<file path="config.mk">
export PLATFORM = sky130hd
export DESIGN_NAME = song_playback_scheduler
export DESIGN_NICKNAME = d
export VERILOG_FILES = /design/src/rtl/song_playback_scheduler_pkg.sv /design/src/rtl/song_playback_scheduler_us_timebase.sv /design/src/rtl/song_playback_scheduler.sv
export SDC_FILE = /design/constraint.sdc
export NUM_CORES = 1
export LEC_CHECK = 0
export CORE_UTILIZATION = 29
export CTS_BUF_LIST = sky130_fd_sc_hd__clkbuf_8
export CTS_CLUSTER_DIAMETER = 200
export DETAILED_ROUTE_END_ITERATION = 12
export DONT_BUFFER_PORTS = 1
export GPL_ROUTABILITY_DRIVEN = 0
export SYNTH_ARGS = -nofsm -noshare
export SYNTH_HDL_FRONTEND = slang
export SYNTH_SLANG_ARGS = --single-unit
</file>
<file path="constraint.sdc">
create_clock -name clk -period 5.4 [get_ports clk]
set_input_delay 1.08 -clock clk [delete_from_list [all_inputs] [get_ports clk]]
set_output_delay 1.08 -clock clk [all_outputs]
set_load 0.1 [all_outputs]
</file>
<file path="src/rtl/song_playback_scheduler_pkg.sv">
// rtl/song_playback_scheduler_pkg.sv - shared state encoding and defaults for the song playback scheduler
package song_playback_scheduler_pkg;

  typedef enum logic [2:0] {
    S_IDLE    = 3'd0,
    S_FETCH_A = 3'd1,
    S_FETCH_D = 3'd2,
    S_WAIT    = 3'd3,
    S_PAUSED  = 3'd4,
    S_DONE    = 3'd5
  } state_t;

  localparam int DEFAULT_TICK_DIV  = 50;
  localparam int DEFAULT_TIME_BITS = 29;
  localparam int DEFAULT_MAX_TIME  = 300000000;
  localparam int DEFAULT_ADDR_BITS = 8;
  localparam int DEFAULT_KEY_BITS  = 5;

  localparam logic [DEFAULT_KEY_BITS-1:0] SENTINEL_KEY = '1;

endpackage

</file>
<file path="src/rtl/song_playback_scheduler_us_timebase.sv">
// rtl/song_playback_scheduler_us_timebase.sv - prescaler plus saturating microsecond counter
module us_timebase #(
  parameter int TICK_DIV  = 50,
  parameter int TIME_BITS = 29,
  parameter int MAX_TIME  = 300000000
) (
  input  logic                 clk,
  input  logic                 resetn,
  input  logic                 run,
  input  logic                 clear,
  output logic [TIME_BITS-1:0] elapsed_us,
  output logic                 tick,
  output logic                 at_max
);

  localparam int PRE_BITS = (TICK_DIV > 1) ? $clog2(TICK_DIV) : 1;
  localparam logic [PRE_BITS-1:0]  PRE_LAST = PRE_BITS'(TICK_DIV - 1);
  localparam logic [TIME_BITS-1:0] T_LAST   = TIME_BITS'(MAX_TIME - 1);
  localparam logic [TIME_BITS-1:0] T_MAX    = TIME_BITS'(MAX_TIME);

  logic [PRE_BITS-1:0] prescaler;

  assign tick   = run && (prescaler == PRE_LAST);
  // at_max flags that the next tick would carry elapsed_us past the ceiling
  assign at_max = (elapsed_us >= T_LAST);

  always_ff @(posedge clk or negedge resetn) begin
    if (!resetn) begin
      prescaler  <= '0;
      elapsed_us <= '0;
    end else if (clear) begin
      prescaler  <= '0;
      elapsed_us <= '0;
    end else if (run) begin
      if (tick) begin
        prescaler  <= '0;
        elapsed_us <= at_max ? T_MAX : elapsed_us + TIME_BITS'(1);
      end else begin
        prescaler <= prescaler + PRE_BITS'(1);
      end
    end
  end

endmodule

</file>
<file path="src/rtl/song_playback_scheduler.sv">
// rtl/song_playback_scheduler.sv - walks a song ROM against a microsecond timebase, with start/pause/resume/stop
module song_playback_scheduler
  import song_playback_scheduler_pkg::*;
#(
  parameter int TICK_DIV  = DEFAULT_TICK_DIV,
  parameter int TIME_BITS = DEFAULT_TIME_BITS,
  parameter int MAX_TIME  = DEFAULT_MAX_TIME,
  parameter int ADDR_BITS = DEFAULT_ADDR_BITS,
  parameter int KEY_BITS  = DEFAULT_KEY_BITS
) (
  input  logic                          clk,
  input  logic                          resetn,
  input  logic                          start,
  input  logic                          pause,
  input  logic                          stop,
  output logic [ADDR_BITS-1:0]          rom_addr,
  input  logic [TIME_BITS+KEY_BITS-1:0] rom_data,
  output logic                          note_valid,
  output logic [KEY_BITS-1:0]           note_key,
  output logic [TIME_BITS-1:0]          elapsed_us,
  output logic                          busy,
  output logic                          done,
  output logic                          timeout
);

  localparam logic [KEY_BITS-1:0]  SENT      = '1;
  localparam logic [ADDR_BITS-1:0] ADDR_LAST = '1;

  state_t              state;
  logic [TIME_BITS-1:0] ev_time;
  logic [KEY_BITS-1:0]  ev_key;
  logic                 tb_clear;
  logic                 tb_tick;
  logic                 tb_at_max;
  logic                 timeout_now;
  logic                 idle_or_done;

  assign idle_or_done = (state == S_IDLE) || (state == S_DONE);
  assign tb_clear     = stop || (start && idle_or_done);
  // busy mirrors FETCH_A/FETCH_D/WAIT, so it doubles as the timebase run enable
  assign timeout_now  = tb_tick && tb_at_max;

  us_timebase #(
    .TICK_DIV  (TICK_DIV),
    .TIME_BITS (TIME_BITS),
    .MAX_TIME  (MAX_TIME)
  ) u_timebase (
    .clk        (clk),
    .resetn     (resetn),
    .run        (busy),
    .clear      (tb_clear),
    .elapsed_us (elapsed_us),
    .tick       (tb_tick),
    .at_max     (tb_at_max)
  );

  always_ff @(posedge clk or negedge resetn) begin
    if (!resetn) begin
      state      <= S_IDLE;
      rom_addr   <= '0;
      ev_time    <= '0;
      ev_key     <= '0;
      note_key   <= '0;
      note_valid <= 1'b0;
      busy       <= 1'b0;
      done       <= 1'b0;
      timeout    <= 1'b0;
    end else begin
      note_valid <= 1'b0;
      if (stop) begin
        state    <= S_IDLE;
        rom_addr <= '0;
        ev_time  <= '0;
        ev_key   <= '0;
        note_key <= '0;
        busy     <= 1'b0;
        done     <= 1'b0;
        timeout  <= 1'b0;
      end else if (timeout_now) begin
        // the ceiling beats both a due note and a pause request on the same cycle
        state   <= S_DONE;
        ev_time <= '0;
        ev_key  <= '0;
        busy    <= 1'b0;
        done    <= 1'b1;
        timeout <= 1'b1;
      end else if (pause && busy) begin
        state   <= S_PAUSED;
        ev_time <= '0;
        ev_key  <= '0;
        busy    <= 1'b0;
      end else begin
        case (state)
          S_IDLE, S_DONE: begin
            if (start) begin
              state    <= S_FETCH_A;
              rom_addr <= '0;
              timeout  <= 1'b0;
              busy     <= 1'b1;
              done     <= 1'b0;
            end
          end
          S_PAUSED: begin
            if (start && !pause) begin
              state <= S_FETCH_A;
              busy  <= 1'b1;
            end
          end
          S_FETCH_A: state <= S_FETCH_D;
          S_FETCH_D: begin
            ev_time <= rom_data[TIME_BITS+KEY_BITS-1:KEY_BITS];
            ev_key  <= rom_data[KEY_BITS-1:0];
            if (rom_data[KEY_BITS-1:0] == SENT) begin
              state <= S_DONE;
              busy  <= 1'b0;
              done  <= 1'b1;
            end else begin
              state <= S_WAIT;
            end
          end
          S_WAIT: begin
            if (elapsed_us >= ev_time) begin
              note_valid <= 1'b1;
              note_key   <= ev_key;
              if (rom_addr == ADDR_LAST) begin
                state <= S_DONE;
                busy  <= 1'b0;
                done  <= 1'b1;
              end else begin
                rom_addr <= rom_addr + ADDR_BITS'(1);
                state    <= S_FETCH_A;
              end
            end
          end
          default: begin
            state <= S_IDLE;
            busy  <= 1'b0;
            done  <= 1'b0;
          end
        endcase
      end
    end
  end

endmodule

</file>
==> results of run 1 <==
==> routing by layer <==
layer / wire length [um] / up-vias / part of all wire / track usage
li1: - / 2105 / - / -
met1: 6280 / 2041 / 0.44 / 0.212
met2: 6510 / 99 / 0.46 / 0.238
met3: 1100 / 17 / 0.078 / 0.0530
met4: 277 / 0 / 0.020 / 0.0617
met5: 0 / - / 0 / 0
==> cells in the mapped netlist (all sizes together), types with 6 or more instances <==
cell / n
a21oi: 61
a311oi: 6
and3: 9
buf: 11
clkbuf: 11
dfrtp: 89
ha: 33
inv: 37
mux2i: 7
nand2: 111
nand3: 19
nand4: 18
nor2: 55
nor3: 15
nor4: 6
o211ai: 7
o21ai: 16
xor2: 12
==> area by class of cell <==
type	instances	area, um2
Clock buffer	11	151
Inverter	37	139
Sequential cell	89	2230
Tap cell	225	282
Multi-Input combinational cell	449	2780
Timing Repair Buffer	15	113
Clock inverter	5	77.6
Fill cell	1866	11800
==> where the power goes <==
group          leakage, nW  total (W)  switching (W)  internal, W
combinational         1.16   0.000594       0.000399     0.000195
clock                0.121   0.000533       0.000247     0.000286
sequential            1.23   0.000815      0.0000873     0.000727
total                 2.51    0.00194       0.000733      0.00121
==> logic make-up after synthesis <==
family | after synthesis
AND/OR/NAND/NOR | 256
AO/OA/AOI/OAI | 133
flip-flops | 89
buffers and inverters | 59
adder cells (fa/ha/maj) | 34
XOR/XNOR | 17
multiplexers | 9
==> state kept, by name, indices dropped and copies added, names as in the netlist <==
register	cells
ev_time	29
u_timebase.elapsed_us	29
rom_addr	8
u_timebase.prescaler	6
ev_key	5
note_key	5
state	3
busy	1
done	1
note_valid	1
timeout	1
==> how the worst max path moves through the flow <==
stage                                               start  slack [ns]                       to  cells after the start
CTS                  u_timebase.elapsed_us[1]$_DFFE_PN0P_        1.95  ev_time[14]$_DFFE_PN0P_                      7
floorplan            u_timebase.elapsed_us[3]$_DFFE_PN0P_        2.27  rom_addr[6]$_DFFE_PN0P_                      9
global placement    u_timebase.elapsed_us[26]$_DFFE_PN0P_        2.02     state[0]$_DFFE_PN0P_                      8
detailed placement  u_timebase.elapsed_us[26]$_DFFE_PN0P_        1.96     state[0]$_DFFE_PN0P_                      8
finish              u_timebase.elapsed_us[26]$_DFFE_PN0P_        1.97     state[0]$_DFFE_PN0P_                      8
global route         u_timebase.elapsed_us[1]$_DFFE_PN0P_        1.70  ev_time[23]$_DFFE_PN0P_                      7
==> stage by stage <==
stage | power, W | std cells | utilization | cell area, um2
floorplan | 0.00130 | 597 | - | 5270
global placement | 0.00142 | 815 | 0.316 | 5540
detailed placement | 0.00143 | 815 | 0.316 | 5540
CTS | 0.00196 | 831 | 0.329 | 5770
global route | 0.00207 | 831 | 0.329 | 5770
finish | 0.00194 | 831 | 0.329 | 5770
==> flow_summary.yaml, run 1 <==
logic_synthesis:
  synth_top_family_by_area: "simple AND/OR/NAND/NOR gates"
  synth_nets: 669
  yosysUniqueCellTypes: 66
  synth_area_leader_cell: "dfrtp_1"
  synth-xor-area-share: 0.0282
  synthArstFlopShare: 1.00
  synth_area_um2: 5270
  synth_mux_area_frac: 0.0176
  syn_inst: 597
  synth-simple-area-share: 0.235
  yosysWarnings: 0
  synth-edff-count: 0
  synth_compound_area_frac: 0.166
  synthTopCellsByArea: "dfrtp_1 (42%), nand2_1 (7.9%), ha_1 (7.8%), a21oi_1 (5.8%), nor2_1 (3.9%)"
  yosys_most_used_dff: "dfrtp_1"
  synth_sequential_area_ratio: 0.422
  synth-seq-cells: 89
  synthAdderAreaFrac: 0.0802
  synth_top_area_share: 0.422
  syn_avg_cell_area_um2: 8.83
detailed_routing:
  drt_iter0_markers: 324
  drc: 0
  routed_wl_um: 14200
  vias_per_cell: 5.13
  ant_nets: 0
  drt_pass1_iterations: 5
  routedWlPerCell_um: 17.1
  vias: 4262
critical_path:
  r2r_end: "state[0]$_DFFE_PN0P_"
  required_ns: 5.66
  ff2ff_path_depth: 8
  crit_fanout: 14
  r2r_setup_slack_ns: 1.97
  cp_cell_sequence: "ha_1, a21o_1, a21o_1, a221oi_1, nand4_1, nor3_4, o21bai_1, mux2_2"
  startpoint_type: "flop"
  crit_buf_inv: 0
  r2r-start: "u_timebase.elapsed_us[26]$_DFFE_PN0P_"
  cp_slowest_stage_delay_ns: 1.06
  critPathTopFamily: "flip-flops"
  end_kind: "flop"
  cp.arrival_ns: 3.69
  slowest_stage: "dfrtp_1"
  crit_path_frequent_cell: "a21o_1"
  path_class: "flop to flop"
clock_network:
  cts_max_path_buffers: 2
  cts_tree: "built"
  clk_latency_ns: 0.37
  cts_hold_buf: 0
  post_cts.repair.setup_buffers: 0
  root_buffer: "clkbuf_8"
  postCtsResizedCells: 0
  clock-sinks: 89
  cts_buffers: 9
  clkTransAtPathRegs_ns: 0.09
  cts-htree-levels: 3
timing:
  setup-violations-final: 0
  fin_tns_setup_ns: 0
  final_hold_viol_count: 0
  timing.slew.headroom: 0.245
  clock.fmax_ghz: 0.291
  worst_slew_pin_slew_ns: 1.13
  fin_skew_ns: 0.0170
  min_period_over_period: 0.636
  fin_crit_ns: 3.43
  slew_viol_final: 0
  rsz0062_at_grt: "false"
  hold_slack_ns: 0.395
  worst_slack_ns: 1.97
die:
  ios: 85
  die_h_um: 137
  die-area_um2: 18700
  start_util: 0.301
  die_w_um: 137
  rows: 48
  coreArea_um2: 17500
grt:
  grt_pass1_vias: 4044
  track_usage: 0.159
  grt_overflow_total: 0
  grt_first_pass_wirelength_um: 22700
  antenna_found_initial: 0
  grt_max_degree: 90
power_and_ir_drop:
  powerDensity_nw_per_um2: 336
  ir_drop_v: 0.000123
  p_leak_nw: 2.51
finish:
  layout_common_cells: "nand2_1 (111), dfrtp_1 (89), a21oi_1 (61)"
  syn2layout_area_growth_pct: 9.44
  n_antenna_cell: 0
  layout.nets: 673
  final_common_cell: "nand2_1"
  drive_gt1_frac: 0.0809
min_path:
  hold_class: "input port to asynchronous set/reset pin"
status:
  outcome: "complete, no violations"
placed_design:
  port_buffers: 0
  hpwl_um: 10300
  dp_slack_ns: 1.96
job:
  drv_cap: 0
No activity file was read; power rests on OpenSTA's default activity.
==> run 2, diff against run 1 <==
- clock period: 5.4 -> 3.5 ns (I/O delays scaled with it)
==> run 2 against run 1 <==
  * Clock power grew 27%
  * Critical path depth did not move
  * Register-to-register slack got worse by 1.3 ns
  * Worst hold slack worse by 0.26 ns
  * Wire length is 2.6% higher
  * Die area did not move
  * Via count rose by 2.3%
==> flow_summary.yaml, run 2 (synthesized netlist as in run 1, its figures left out) <==
critical_path:
  crit_fanout: 14
  startpoint_type: "flop"
  end_kind: "flop"
  cp.arrival_ns: 3.10
  required_ns: 3.77
  path_class: "flop to flop"
die:
  start_util: 0.301
  die_w_um: 137
  die_h_um: 137
  coreArea_um2: 17500
  rows: 48
  die-area_um2: 18700
  ios: 85
detailed_routing:
  vias_per_cell: 5.06
  drt_iter0_markers: 274
  drc: 0
  ant_nets: 0
  vias: 4361
  routed_wl_um: 14500
  routedWlPerCell_um: 16.9
  drt_pass1_iterations: 4
placed_design:
  hpwl_um: 10600
  port_buffers: 0
  dp_slack_ns: 0.707
grt:
  grt_pass1_vias: 4156
  grt_max_degree: 42
  track_usage: 0.164
  grt_overflow_total: 0
  antenna_found_initial: 0
  grt_first_pass_wirelength_um: 23200
finish:
  layout.nets: 704
  n_antenna_cell: 0
  layout_common_cells: "nand2_1 (111), dfrtp_1 (89), a21oi_1 (61)"
  final_common_cell: "nand2_1"
  drive_gt1_frac: 0.122
  reg_top3: "ev_time: 29 flops, u_timebase.elapsed_us: 29 flops, rom_addr: 8 flops"
  syn2layout_area_growth_pct: 13.7
min_path:
  hold_class: "input port to asynchronous set/reset pin"
clock_network:
  cts-htree-levels: 3
  clock-sinks: 89
  cts_tree: "built"
  cts_buffers: 9
  clkTransAtPathRegs_ns: 0.09
  clk_latency_ns: 0.39
  cts_max_path_buffers: 2
  root_buffer: "clkbuf_8"
timing:
  worst_slack_ns: 0.671
  min_period_over_period: 0.808
  fin_crit_ns: 2.83
  rsz0062_at_grt: "false"
  fin_tns_setup_ns: 0
  fin_skew_ns: 0.0207
  clock.fmax_ghz: 0.353
  final_hold_viol_count: 0
  timing.slew.headroom: 0.377
  slew_viol_final: 0
  setup-violations-final: 0
  worst_slew_pin_slew_ns: 0.934
status:
  outcome: "complete, no violations"
power_and_ir_drop:
  power_w: 0.00289
  ir_drop_v: 0.000248
  p_leak_nw: 2.65
  powerDensity_nw_per_um2: 483
job:
  drv_cap: 0
[run 2: what timing repair did]
action                    in CTS  in global routing
setup buffers                  0                  0
gates resized for setup        0                  0
hold endpoints to repair      41                 18
hold buffers                   3                  1
[run 2: area by class of cell]
cell class	instances	area, um2
Clock inverter	6	43.8
Fill cell	1839	11500
Sequential cell	89	2230
Tap cell	225	282
Inverter	37	139
Timing Repair Buffer	46	383
Multi-Input combinational cell	449	2780
Clock buffer	10	138
[run 2: layer usage]
metal	GRT usage	up-vias	share of wire
li1	-	2174	-
met2	0.242	78	0.44
met5	0	-	0
met3	0.0533	16	0.069
met1	0.224	2093	0.47
met4	0.0562	0	0.018
[run 2: path summary, 6_finish.rpt]
check	from	end	slack (ns)	depth (start not counted)
setup / recovery	u_timebase.elapsed_us[3]$_DFFE_PN0P_	state[0]$_DFFE_PN0P_	0.67	8
hold reg to reg	ev_time[27]$_DFFE_PN0P_	ev_time[27]$_DFFE_PN0P_	0.52	2
hold / removal	resetn	ev_key[2]$_DFFE_PN0P_	0.14	1
setup reg to reg	u_timebase.elapsed_us[3]$_DFFE_PN0P_	state[0]$_DFFE_PN0P_	0.67	8
max in group asynchronous	resetn	rom_addr[4]$_DFFE_PN0P_	2.05	1
min in group clk	stop	note_key[3]$_DFFE_PN0P_	0.38	1
[run 2: power by group]
part / internal [W] / total, W / leakage [nW] / switching, W
Combinational: 0.000315 / 0.000967 / 1.33 / 0.000651
Sequential: 0.00112 / 0.00125 / 1.23 / 0.000126
Clock: 0.000279 / 0.000679 / 0.0863 / 0.000400
Total: 0.00172 / 0.00289 / 2.65 / 0.00118
[run 2: metrics by stage]
step	hold WS, ns	util	cell area (um2)	instances
floorplan	0.404	-	5270	597
global placement	0.408	0.328	5750	842
detailed placement	0.408	0.328	5750	842
CTS	0.00172	0.341	5980	861
global route	0.122	0.342	5990	862
finish	0.136	0.342	5990	862
[run 2: worst max-delay path, cell delays in order, from the launching register on]
cell and delay [ns]:
dfrtp_1 0.46, ha_1 0.36, a21oi_1 0.14, a21boi_0 0.09
o31a_1 0.28, o311a_1 0.40, nor3_4 0.50, o21bai_1 0.19
mux2_2 0.29
==> run 3, diff against run 2 <==
- clock period: 3.5 -> 2.54 ns (I/O delays scaled with it)
==> run 3 against run 2 <==
  * The flow now finishes with violations (negative setup slack)
  * Worst setup slack got worse by 0.69 ns
  * Final cell count increased by 4.4%
  * Largest cell class unchanged
  * Critical path type unchanged
  * Non-clock buffer count increased by 38
  * Via count increased by 4.2%
  * Utilization increased by 3.6 points
  * Fmax increased by 10%
  * Final area increased by 11%
  * Wire length decreased by 0.67%
==> flow_summary.yaml, run 3 (synthesized netlist as in run 1, its figures left out) <==
critical_path:
  required_ns: 2.83
  crit_fanout: 7
  path_class: "flop to flop"
  cp_slowest_stage_delay_ns: 0.50
  cp_cell_sequence: "ha_4, nand3_4, nor4_4, buf_4, nand4_1, nand4_1, nor3_4, o21bai_1, mux2_2"
  cp.arrival_ns: 2.85
  startpoint_type: "flop"
  slowest_stage: "dfrtp_4"
  crit_path_frequent_cell: "nand4_1"
  end_kind: "flop"
detailed_routing:
  vias: 4545
  drc: 0
  ant_nets: 0
  drt_iter0_markers: 274
  routedWlPerCell_um: 16.1
  drt_pass1_iterations: 4
  vias_per_cell: 5.05
  routed_wl_um: 14400
clock_network:
  cts_max_path_buffers: 2
  root_buffer: "clkbuf_8"
  cts-htree-levels: 3
  clock-sinks: 89
  clkTransAtPathRegs_ns: 0.11
  cts_tree: "built"
  clk_latency_ns: 0.41
  cts_buffers: 9
die:
  coreArea_um2: 17500
  die_w_um: 137
  die_h_um: 137
  die-area_um2: 18700
  ios: 85
  rows: 48
  start_util: 0.301
timing:
  setup-violations-final: 1
  fin_crit_ns: 2.56
  worst_slew_pin_slew_ns: 0.914
  slew_viol_final: 0
  final_hold_viol_count: 0
  fin_skew_ns: 0.0216
  clock.fmax_ghz: 0.390
  worst_slack_ns: -0.0235
  min_period_over_period: 1.01
  rsz0062_at_grt: "true"
  timing.slew.headroom: 0.391
grt:
  grt_overflow_total: 0
  track_usage: 0.162
  grt_pass1_vias: 4420
  antenna_found_initial: 0
  grt_first_pass_wirelength_um: 23200
  grt_max_degree: 90
placed_design:
  dp_slack_ns: -0.112
  port_buffers: 0
  hpwl_um: 10500
finish:
  fillers: 1787
  n_antenna_cell: 0
  layout.nets: 742
  drive_gt1_frac: 0.252
  layout_common_cells: "nand2_1 (111), buf_4 (79), a21oi_1 (60)"
  reg_top3: "ev_time: 29 flops, u_timebase.elapsed_us: 29 flops, rom_addr: 8 flops"
  final_common_cell: "nand2_1"
  seqCellArea_um2: 2290
  multiInputGateArea_um2: 2980
  syn2layout_area_growth_pct: 25.6
power_and_ir_drop:
  power_w: 0.00474
  p_leak_nw: 2.88
  powerDensity_nw_per_um2: 716
  ir_drop_v: 0.000354
min_path:
  hold_class: "input port to asynchronous set/reset pin"
job:
  drv_cap: 0
status:
  violations: "negative setup slack"
  outcome: "finished with violations"
## run 3: cell count changes in the layout (fill, tap and decap cells not counted), sizes merged
cell         change
buf             +40
bufinv           +3
clkbuf           -1
clkinvlp         -2
dlygate4sd3      -2
## run 3: worst max-delay path, delay by kind of cell (launching register included)
| family | cells | cell delay (ns) |
|---|---|---|
| simple gates | 5 | 0.88 |
| flops | 1 | 0.50 |
| mux | 1 | 0.36 |
| fa+ha+maj | 1 | 0.29 |
| compound gates | 1 | 0.23 |
| buf+inv | 1 | 0.18 |
## run 3: area by class of cell
type                    count  area share
multi-input cells         449       0.450
flip-flops and latches     89       0.346
repair buffers             84       0.103
well taps                 225      0.0425
inverters                  37      0.0210
clock inverters             7      0.0191
clock buffers               9      0.0187
## run 3: report_power, final
group | leakage (nW) | switching [W] | total (W) | internal (W)
logic | 1.58 | 0.00113 | 0.00182 | 0.000683
clock network | 0.122 | 0.000599 | 0.00126 | 0.000665
registers | 1.18 | 0.000115 | 0.00166 | 0.00155
total | 2.88 | 0.00185 | 0.00474 | 0.00290
## run 3: worst paths after layout
check	slack, ns	from	cells past startpoint	endpoint
setup / recovery	-0.02	u_timebase.elapsed_us[27]$_DFFE_PN0P_	9	state[0]$_DFFE_PN0P_
hold / removal	0.006	resetn	1	u_timebase.elapsed_us[15]$_DFFE_PN0P_
setup reg to reg	-0.02	u_timebase.elapsed_us[27]$_DFFE_PN0P_	9	state[0]$_DFFE_PN0P_
hold reg to reg	0.52	ev_time[6]$_DFFE_PN0P_	2	ev_time[6]$_DFFE_PN0P_
max in group asynchronous	2.13	resetn	1	u_timebase.elapsed_us[0]$_DFFE_PN0P_
min in group clk	0.17	stop	1	timeout$_DFFE_PN0P_
## run 3: what timing repair did
item                                    4_1_cts  5_1_grt
resized for setup                             8       10
pin swaps                                     4        9
hold buffers                                  1        0
endpoints found under the setup margin       15       28
endpoints found under the hold margin        89        0
setup buffers                                 2        2
gates cloned                                  0        0
## run 3: through the flow
| step | cell area, um2 | TNS [ns] | hold WS, ns | instances | utilization |
|---|---|---|---|---|---|
| 2_1_floorplan | 5430 | 0 | 0.212 | 597 | - |
| 3_3_place_gp | 6200 | -0.360 | 0.217 | 879 | 0.354 |
| 3_5_place_dp | 6200 | -0.394 | 0.216 | 879 | 0.354 |
| 4_1_cts | 6550 | -0.00420 | 0.0207 | 898 | 0.373 |
| 5_1_grt | 6630 | -0.556 | 0.0390 | 900 | 0.378 |
| 6_report | 6630 | -0.0235 | 0.00624 | 900 | 0.378 |
## run 3: per-layer routing
metal | up-vias | track usage | part of all wire
met5 | - | 0 | 0
met4 | 0 | 0.0751 | 0.025
met3 | 17 | 0.0341 | 0.049
met2 | 89 | 0.257 | 0.47
met1 | 2191 | 0.211 | 0.46
li1 | 2248 | - | -
